File: config.mk
export PLATFORM = sky130hd
export DESIGN_NAME = mem_llsc_ctrl
export DESIGN_NICKNAME = d
export VERILOG_FILES = /design/src/rtl/mem_llsc_ctrl.sv
export SDC_FILE = /design/constraint.sdc
export NUM_CORES = 1
export LEC_CHECK = 0
export BUFFER_PORTS_ARGS = -buffer_cell sky130_fd_sc_hd__buf_2
export CAP_MARGIN = 20
export CORE_ASPECT_RATIO = 1.1
export CORE_MARGIN = 2
export CORE_UTILIZATION = 46
export CTS_BUF_LIST = sky130_fd_sc_hd__clkbuf_2
export DETAILED_ROUTE_END_ITERATION = 8
export PLACE_DENSITY = 0.79
export SLEW_MARGIN = 10
export SYNTH_ARGS = -nofsm -noshare
export SYNTH_HDL_FRONTEND = slang
export SYNTH_SLANG_ARGS = --single-unit
File: constraint.sdc
create_clock -name clk -period 2.55 [get_ports clk]
set_clock_uncertainty 0.05 [all_clocks]
set_input_delay 0.51 -clock clk [delete_from_list [all_inputs] [get_ports clk]]
set_output_delay 0.51 -clock clk [all_outputs]
set_load 0.01 [all_outputs]
File: src/rtl/mem_llsc_ctrl.sv
// Memory-stage access controller: drives the data-cache handshake for loads,
// stores and ll.w/sc.w, formats load/store data, and owns the LLbit write port.
module mem_llsc_ctrl (
   input  logic        clk,
   input  logic        rst,
   input  logic        flush_i,
   input  logic        valid_i,
   input  logic [3:0]  op_i,
   input  logic [31:0] addr_i,
   input  logic [31:0] store_data_i,
   input  logic [4:0]  rd_i,
   input  logic        llbit_i,
   output logic        stall_o,
   output logic        dreq_valid_o,
   input  logic        dreq_ready_i,
   output logic        dreq_wr_o,
   output logic [31:0] dreq_addr_o,
   output logic [3:0]  dreq_wstrb_o,
   output logic [31:0] dreq_wdata_o,
   input  logic        drsp_valid_i,
   input  logic [31:0] drsp_rdata_i,
   output logic        wb_valid_o,
   output logic [4:0]  wb_rd_o,
   output logic [31:0] wb_data_o,
   output logic        llbit_we_o,
   output logic        llbit_wdata_o,
   output logic        ale_o
);
   localparam logic [3:0] OP_LD_B  = 4'd1;
   localparam logic [3:0] OP_LD_BU = 4'd2;
   localparam logic [3:0] OP_LD_H  = 4'd3;
   localparam logic [3:0] OP_LD_HU = 4'd4;
   localparam logic [3:0] OP_LD_W  = 4'd5;
   localparam logic [3:0] OP_ST_B  = 4'd6;
   localparam logic [3:0] OP_ST_H  = 4'd7;
   localparam logic [3:0] OP_ST_W  = 4'd8;
   localparam logic [3:0] OP_LL_W  = 4'd9;
   localparam logic [3:0] OP_SC_W  = 4'd10;

   typedef enum logic [1:0] {
      ST_IDLE  = 2'd0,
      ST_REQ   = 2'd1,
      ST_WAIT  = 2'd2,
      ST_DRAIN = 2'd3
   } state_t;

   state_t      state;
   state_t      state_next;
   logic [3:0]  req_op;
   logic [1:0]  req_off;
   logic [4:0]  req_rd;
   logic        misaligned;
   logic        op_known;
   logic        accept;
   logic        take_ale;
   logic        take_scfail;
   logic        take_req;
   logic        rsp_done;
   logic        fmt_wr;
   logic [3:0]  fmt_wstrb;
   logic [31:0] fmt_wdata;
   logic        wb_valid_next;
   logic [4:0]  wb_rd_next;
   logic [31:0] wb_data_next;
   logic        llbit_we_next;
   logic        llbit_wdata_next;
   logic        ale_next;

   function automatic logic [31:0] fmt_load(input logic [3:0] op, input logic [1:0] off,
                                            input logic [31:0] word);
      logic [7:0]  b;
      logic [15:0] h;
      case (off)
         2'd0:    b = word[7:0];
         2'd1:    b = word[15:8];
         2'd2:    b = word[23:16];
         2'd3:    b = word[31:24];
         default: b = word[7:0];
      endcase
      h = off[1] ? word[31:16] : word[15:0];
      case (op)
         OP_LD_B:  fmt_load = {{24{b[7]}}, b};
         OP_LD_BU: fmt_load = {24'd0, b};
         OP_LD_H:  fmt_load = {{16{h[15]}}, h};
         OP_LD_HU: fmt_load = {16'd0, h};
         default:  fmt_load = word;
      endcase
   endfunction

   // Alignment rule per access size.
   always_comb begin
      misaligned = 1'b0;
      case (op_i)
         OP_LD_H, OP_LD_HU, OP_ST_H:          misaligned = addr_i[0];
         OP_LD_W, OP_ST_W, OP_LL_W, OP_SC_W: misaligned = (addr_i[1:0] != 2'b00);
         default:                             misaligned = 1'b0;
      endcase
   end

   assign op_known    = (op_i >= OP_LD_B) && (op_i <= OP_SC_W);
   assign accept      = (state == ST_IDLE) && valid_i && op_known && !flush_i;
   assign take_ale    = accept && misaligned;
   assign take_scfail = accept && !misaligned && (op_i == OP_SC_W) && !llbit_i;
   assign take_req    = accept && !misaligned && !take_scfail;
   assign rsp_done    = (state == ST_WAIT) && drsp_valid_i && !flush_i;

   // Store strobes and lane-replicated write data, formatted at acceptance.
   always_comb begin
      fmt_wr    = 1'b0;
      fmt_wstrb = 4'h0;
      fmt_wdata = 32'h0;
      case (op_i)
         OP_ST_B: begin
            fmt_wr    = 1'b1;
            fmt_wstrb = 4'b0001 << addr_i[1:0];
            fmt_wdata = {4{store_data_i[7:0]}};
         end
         OP_ST_H: begin
            fmt_wr    = 1'b1;
            fmt_wstrb = 4'b0011 << addr_i[1:0];
            fmt_wdata = {2{store_data_i[15:0]}};
         end
         OP_ST_W, OP_SC_W: begin
            fmt_wr    = 1'b1;
            fmt_wstrb = 4'hF;
            fmt_wdata = store_data_i;
         end
         default: begin
            fmt_wr    = 1'b0;
            fmt_wstrb = 4'h0;
            fmt_wdata = 32'h0;
         end
      endcase
   end

   // State register.
   always_ff @(posedge clk) begin
      if (rst) state <= ST_IDLE;
      else     state <= state_next;
   end

   // Next-state logic; a flush that races the handshake must still drain the response.
   always_comb begin
      state_next = state;
      case (state)
         ST_IDLE: begin
            if (take_req) state_next = ST_REQ;
            else          state_next = ST_IDLE;
         end
         ST_REQ: begin
            if (dreq_ready_i) state_next = flush_i ? ST_DRAIN : ST_WAIT;
            else if (flush_i) state_next = ST_IDLE;
            else              state_next = ST_REQ;
         end
         ST_WAIT: begin
            if (drsp_valid_i) state_next = ST_IDLE;
            else if (flush_i) state_next = ST_DRAIN;
            else              state_next = ST_WAIT;
         end
         ST_DRAIN: begin
            if (drsp_valid_i) state_next = ST_IDLE;
            else              state_next = ST_DRAIN;
         end
         default: state_next = ST_IDLE;
      endcase
   end

   // Request latch: held stable for the whole REQ/WAIT window.
   always_ff @(posedge clk) begin
      if (rst) begin
         req_op       <= 4'd0;
         req_off      <= 2'd0;
         req_rd       <= 5'd0;
         dreq_wr_o    <= 1'b0;
         dreq_addr_o  <= 32'h0;
         dreq_wstrb_o <= 4'h0;
         dreq_wdata_o <= 32'h0;
      end else if (take_req) begin
         req_op       <= op_i;
         req_off      <= addr_i[1:0];
         req_rd       <= rd_i;
         dreq_wr_o    <= fmt_wr;
         dreq_addr_o  <= {addr_i[31:2], 2'b00};
         dreq_wstrb_o <= fmt_wstrb;
         dreq_wdata_o <= fmt_wdata;
      end
   end

   assign dreq_valid_o = (state == ST_REQ);
   assign stall_o      = (state == ST_REQ) || (state == ST_DRAIN) ||
                         ((state == ST_WAIT) && !drsp_valid_i) || take_req;

   // Output decode: next-cycle pulses and writeback payload.
   always_comb begin
      wb_valid_next    = 1'b0;
      wb_rd_next       = wb_rd_o;
      wb_data_next     = wb_data_o;
      llbit_we_next    = 1'b0;
      llbit_wdata_next = llbit_wdata_o;
      ale_next         = 1'b0;
      if (take_ale) begin
         ale_next = 1'b1;
      end else if (take_scfail) begin
         wb_valid_next    = 1'b1;
         wb_rd_next       = rd_i;
         wb_data_next     = 32'h0;
         llbit_we_next    = 1'b1;
         llbit_wdata_next = 1'b0;
      end else if (rsp_done) begin
         case (req_op)
            OP_LD_B, OP_LD_BU, OP_LD_H, OP_LD_HU, OP_LD_W: begin
               wb_valid_next = 1'b1;
               wb_rd_next    = req_rd;
               wb_data_next  = fmt_load(req_op, req_off, drsp_rdata_i);
            end
            OP_LL_W: begin
               wb_valid_next    = 1'b1;
               wb_rd_next       = req_rd;
               wb_data_next     = drsp_rdata_i;
               llbit_we_next    = 1'b1;
               llbit_wdata_next = 1'b1;
            end
            OP_SC_W: begin
               wb_valid_next    = 1'b1;
               wb_rd_next       = req_rd;
               wb_data_next     = 32'h1;
               llbit_we_next    = 1'b1;
               llbit_wdata_next = 1'b0;
            end
            default: wb_valid_next = 1'b0;
         endcase
      end else begin
         ale_next = 1'b0;
      end
   end

   // Registered result outputs.
   always_ff @(posedge clk) begin
      if (rst) begin
         wb_valid_o    <= 1'b0;
         wb_rd_o       <= 5'd0;
         wb_data_o     <= 32'h0;
         llbit_we_o    <= 1'b0;
         llbit_wdata_o <= 1'b0;
         ale_o         <= 1'b0;
      end else begin
         wb_valid_o    <= wb_valid_next;
         wb_rd_o       <= wb_rd_next;
         wb_data_o     <= wb_data_next;
         llbit_we_o    <= llbit_we_next;
         llbit_wdata_o <= llbit_wdata_next;
         ale_o         <= ale_next;
      end
   end
endmodule

==> flow_summary_export.csv <==
group,metric,value,unit
worst_setup_path,critical_path_class,"reg2out",
grt,grt_max_degree,44,
place,post-dp-hpwl,12.9,mm
timing,relSlewSlack,0.351,
power_and_ir_drop,p_leak,3.64,nW
power_and_ir_drop,netSwitchingFraction,0.277,
grt,grt.total_usage,0.273,
routing,wl_per_cell,17.8,um
logic_synthesis,syn_inst,593,
floorplan,dieArea,13500,um2
floorplan,die_h,122,um
worst_setup_path,crit_start,"state[0]",
clock_network,cts_max_level,4,
worst_setup_path,path_delay_family,"simple AND/OR/NAND/NOR gates",
worst_setup_path,cp_slowest_cell,"or4b_4",
outcome,violations,"negative setup slack",
place,gp_congestion,0.897,
clock_network,cts_tree,"built",
timing,setup_viol,1,
timing,fmax,368,MHz
layout,nFillCells,931,
timing,fin_crit_sh,1.07,
place,post-place-ws,-0.109,ns
clock_network,clk_latency,0.68,ns
routing,vias,6169,
layout,area_growth,39.5,%
floorplan,core,12100,um2
worst_setup_path,crit_path_start_kind,"register",
grt,grt-ovfl-total,0,
power_and_ir_drop,p_comb_frac,0.175,
routing,wl,18.7,mm
layout,regArea,2420,um2
layout,multi_input_area,2920,um2
min_path,hp-class,"in2reg",
logic_synthesis,synth_edf_count,0,
floorplan,start_util,0.476,
timing,setup-tns-final,-0.170,ns
routing,ant_nets,0,
outcome,status,"finished, violations left",
power_and_ir_drop,p_int,2.79,mW
worst_setup_path,worstPathRequired,1.99,ns
logic_synthesis,yosysSeqAreaShare,0.420,
grt,grt_pass1_vias,6023,
clock_network,cts.clk_slew.worst_paths,0.17,ns
timing,hold_viol,0,
logic_synthesis,ys.flop_type,"dfxtp_1",
worst_setup_path,critPathMaxFanout,2,
routing,route.detailed.drc,0,
worst_setup_path,end_kind,"output pin",
flow_run,drv_cap,0,
power_and_ir_drop,power_density,480,nW/um2
clock_network,clock_path_buffers,2,
logic_synthesis,syn_area_per_cell,9.74,um2
floorplan,fp.dieW,111,um
floorplan,ios,224,
routing,vias_per_cell,5.88,
power_and_ir_drop,p_switching,1.07,mW
timing,period_needed,2.72,ns
layout,final_util,0.664,
grt,antenna_found_initial,1,
logic_synthesis,synthArstFlopShare,0,
timing,finalWorstSetupSlack,-0.170,ns
clock_network,clockRootBuffer,"clkbuf_2",
logic_synthesis,synth_cell_type_count,63,
clock_network,clock_sinks,121,
timing,worst_slew_pin_slew,0.967,ns
grt,grt_pass1_wl,29.8,mm
place,io_buffers,221,
clock_network,numCtsBuffers,17,
layout,layout.nets,993,
worst_setup_path,reg2reg_from,"state[0]",
min_path,hp-start,"drsp_rdata_i[31]",
worst_setup_path,arrival,2.16,ns
power_and_ir_drop,seq_power_share,0.505,
logic_synthesis,syn_area,5770,um2
worst_setup_path,worst-path-buf-inv,1,
logic_synthesis,synth_warnings,0,
timing,rsz0062_at_grt,"yes",
power_and_ir_drop,p_clk_frac,0.321,
routing,dr.pass1.iters,7,
floorplan,num_rows,42,
layout,drive_gt1_frac,0.366,
routing,first_iter_violations,579,
logic_synthesis,ys_seq_elements,121,
worst_setup_path,crit_chain,"or4b_4 > a211oi_4 > and3_4 > or3_4 > buf_6",
power_and_ir_drop,vdd_drop_max,0.000379,V
timing,drv_slew,0,
worst_setup_path,cp_slowest_stage_delay,0.53,ns
[power groups by stage]
stage | logic [mW] | clock network (mW) | registers [mW]
floorplan | 0.327 | 0 | 2.00
global placement | 0.558 | 0 | 1.99
detailed placement | 0.576 | 0 | 1.99
CTS | 0.648 | 1.27 | 1.95
global route | 0.724 | 1.37 | 1.96
finish | 0.676 | 1.24 | 1.95
[worst paths after layout]
check	endpoint	slack (ns)	cells past startpoint
hold / removal	wb_data_o[31]	0.08	2
setup reg to reg	wb_data_o[17]	0.28	6
setup / recovery	stall_o	-0.17	5
hold reg to reg	wb_data_o[12]	0.42	2
[cells by family after synthesis]
| group | count (synthesis) | share of synthesized area |
|---|---|---|
| AO/OA/AOI/OAI | 227 | 0.329 |
| flip-flops | 121 | 0.420 |
| multiplexers | 30 | 0.0706 |
| XOR/XNOR | 2 | 0.00303 |
| buffers and inverters | 107 | 0.0819 |
| AND/OR/NAND/NOR | 105 | 0.0953 |
| other | 1 | 0.000649 |
[per-layer routing]
| metal | vias up | GRT usage | wire [um] |
|---|---|---|---|
| li1 | 2853 | - | - |
| met1 | 2916 | 0.321 | 7380 |
| met2 | 361 | 0.465 | 9160 |
| met3 | 39 | 0.0934 | 1750 |
| met4 | 0 | 0.0984 | 427 |
| met5 | - | 0 | 0 |
[cell usage in the layout, fill, tap and decap left out, types with 6 or more instances in the layout]
| cell type | n |
|---|---|
| a211oi_1 | 6 |
| a21oi_1 | 19 |
| a221o_1 | 26 |
| a221oi_1 | 8 |
| a222oi_1 | 6 |
| a22o_1 | 35 |
| a311oi_1 | 36 |
| a31o_1 | 36 |
| buf_2 | 220 |
| buf_4 | 40 |
| clkbuf_2 | 21 |
| dfxtp_1 | 119 |
| dlygate4sd3_1 | 63 |
| inv_1 | 48 |
| mux2_2 | 6 |
| mux2i_1 | 16 |
| mux4_2 | 8 |
| nand2_1 | 30 |
| nor2_1 | 31 |
| nor3_1 | 6 |
| o21ai_0 | 15 |
| o31ai_1 | 10 |
[cell type report]
class,instances,area share
antenna,2,0.000621
clock buffer,21,0.0130
clock inverter,11,0.0160
inverter,48,0.0224
multi-input combinational,366,0.363
sequential,121,0.301
tap,154,0.0239
timing repair buffer,327,0.260
[cell usage after synthesis, types with 6 or more instances]
cell type  count  area share
mux2_2         6       0.012
mux2i_1       16       0.028
inv_1         48       0.031
a22o_1        35       0.053
a222oi_1       6       0.010
a221oi_1       8       0.012
nor2_1        31       0.020
nand2_1       30       0.020
mux4_2         8       0.031
dfxtp_1      121        0.42
a221o_1       26       0.045
clkbuf_1      29       0.019
nor3_1         6      0.0052
buf_2         15       0.013
buf_4          8       0.010
a21oi_1       19       0.016
a31o_1        36       0.055
a311oi_1      36       0.055
o21ai_0       15       0.013
a211oi_1       6      0.0078
o31ai_1       10       0.013
[state kept, by name (all words and copies together) (netlist names)]
name,count
ale_o,1
dreq_addr_o,30
dreq_wdata_o,32
dreq_wr_o,1
dreq_wstrb_o,4
llbit_wdata_o,1
llbit_we_o,1
req_off,2
req_op,4
req_rd,5
state,2
wb_data_o,32
wb_rd_o,5
wb_valid_o,1
[what timing repair did]
item | in CTS | in global routing
cloned | 0 | 0
resized for setup | 4 | 0
pin swaps | 3 | 2
setup buffers | 2 | 0
hold endpoints to repair | 56 | 9
hold buffers | 54 | 9
setup endpoints to repair | 1 | 11
[stage by stage]
step	instance area [um2]	std cells	total power [mW]	hold WS [ns]
floorplan	5820	594	2.33	0.424
global placement	7140	950	2.55	0.381
detailed placement	7160	951	2.57	0.391
CTS	7960	1039	3.87	0.00132
global route	8050	1049	4.05	0.000991
finish	8060	1050	3.87	0.0794
[worst register-to-register path: stages, from the launching register on]
cell	delay (ns)
dfxtp_2	0.36
buf_4	0.14
and4bb_1	0.31
o2111a_1	0.26
nand2_4	0.07
nor4_4	0.73
a221o_1	0.29
No activity file was read; power rests on OpenSTA's default activity.
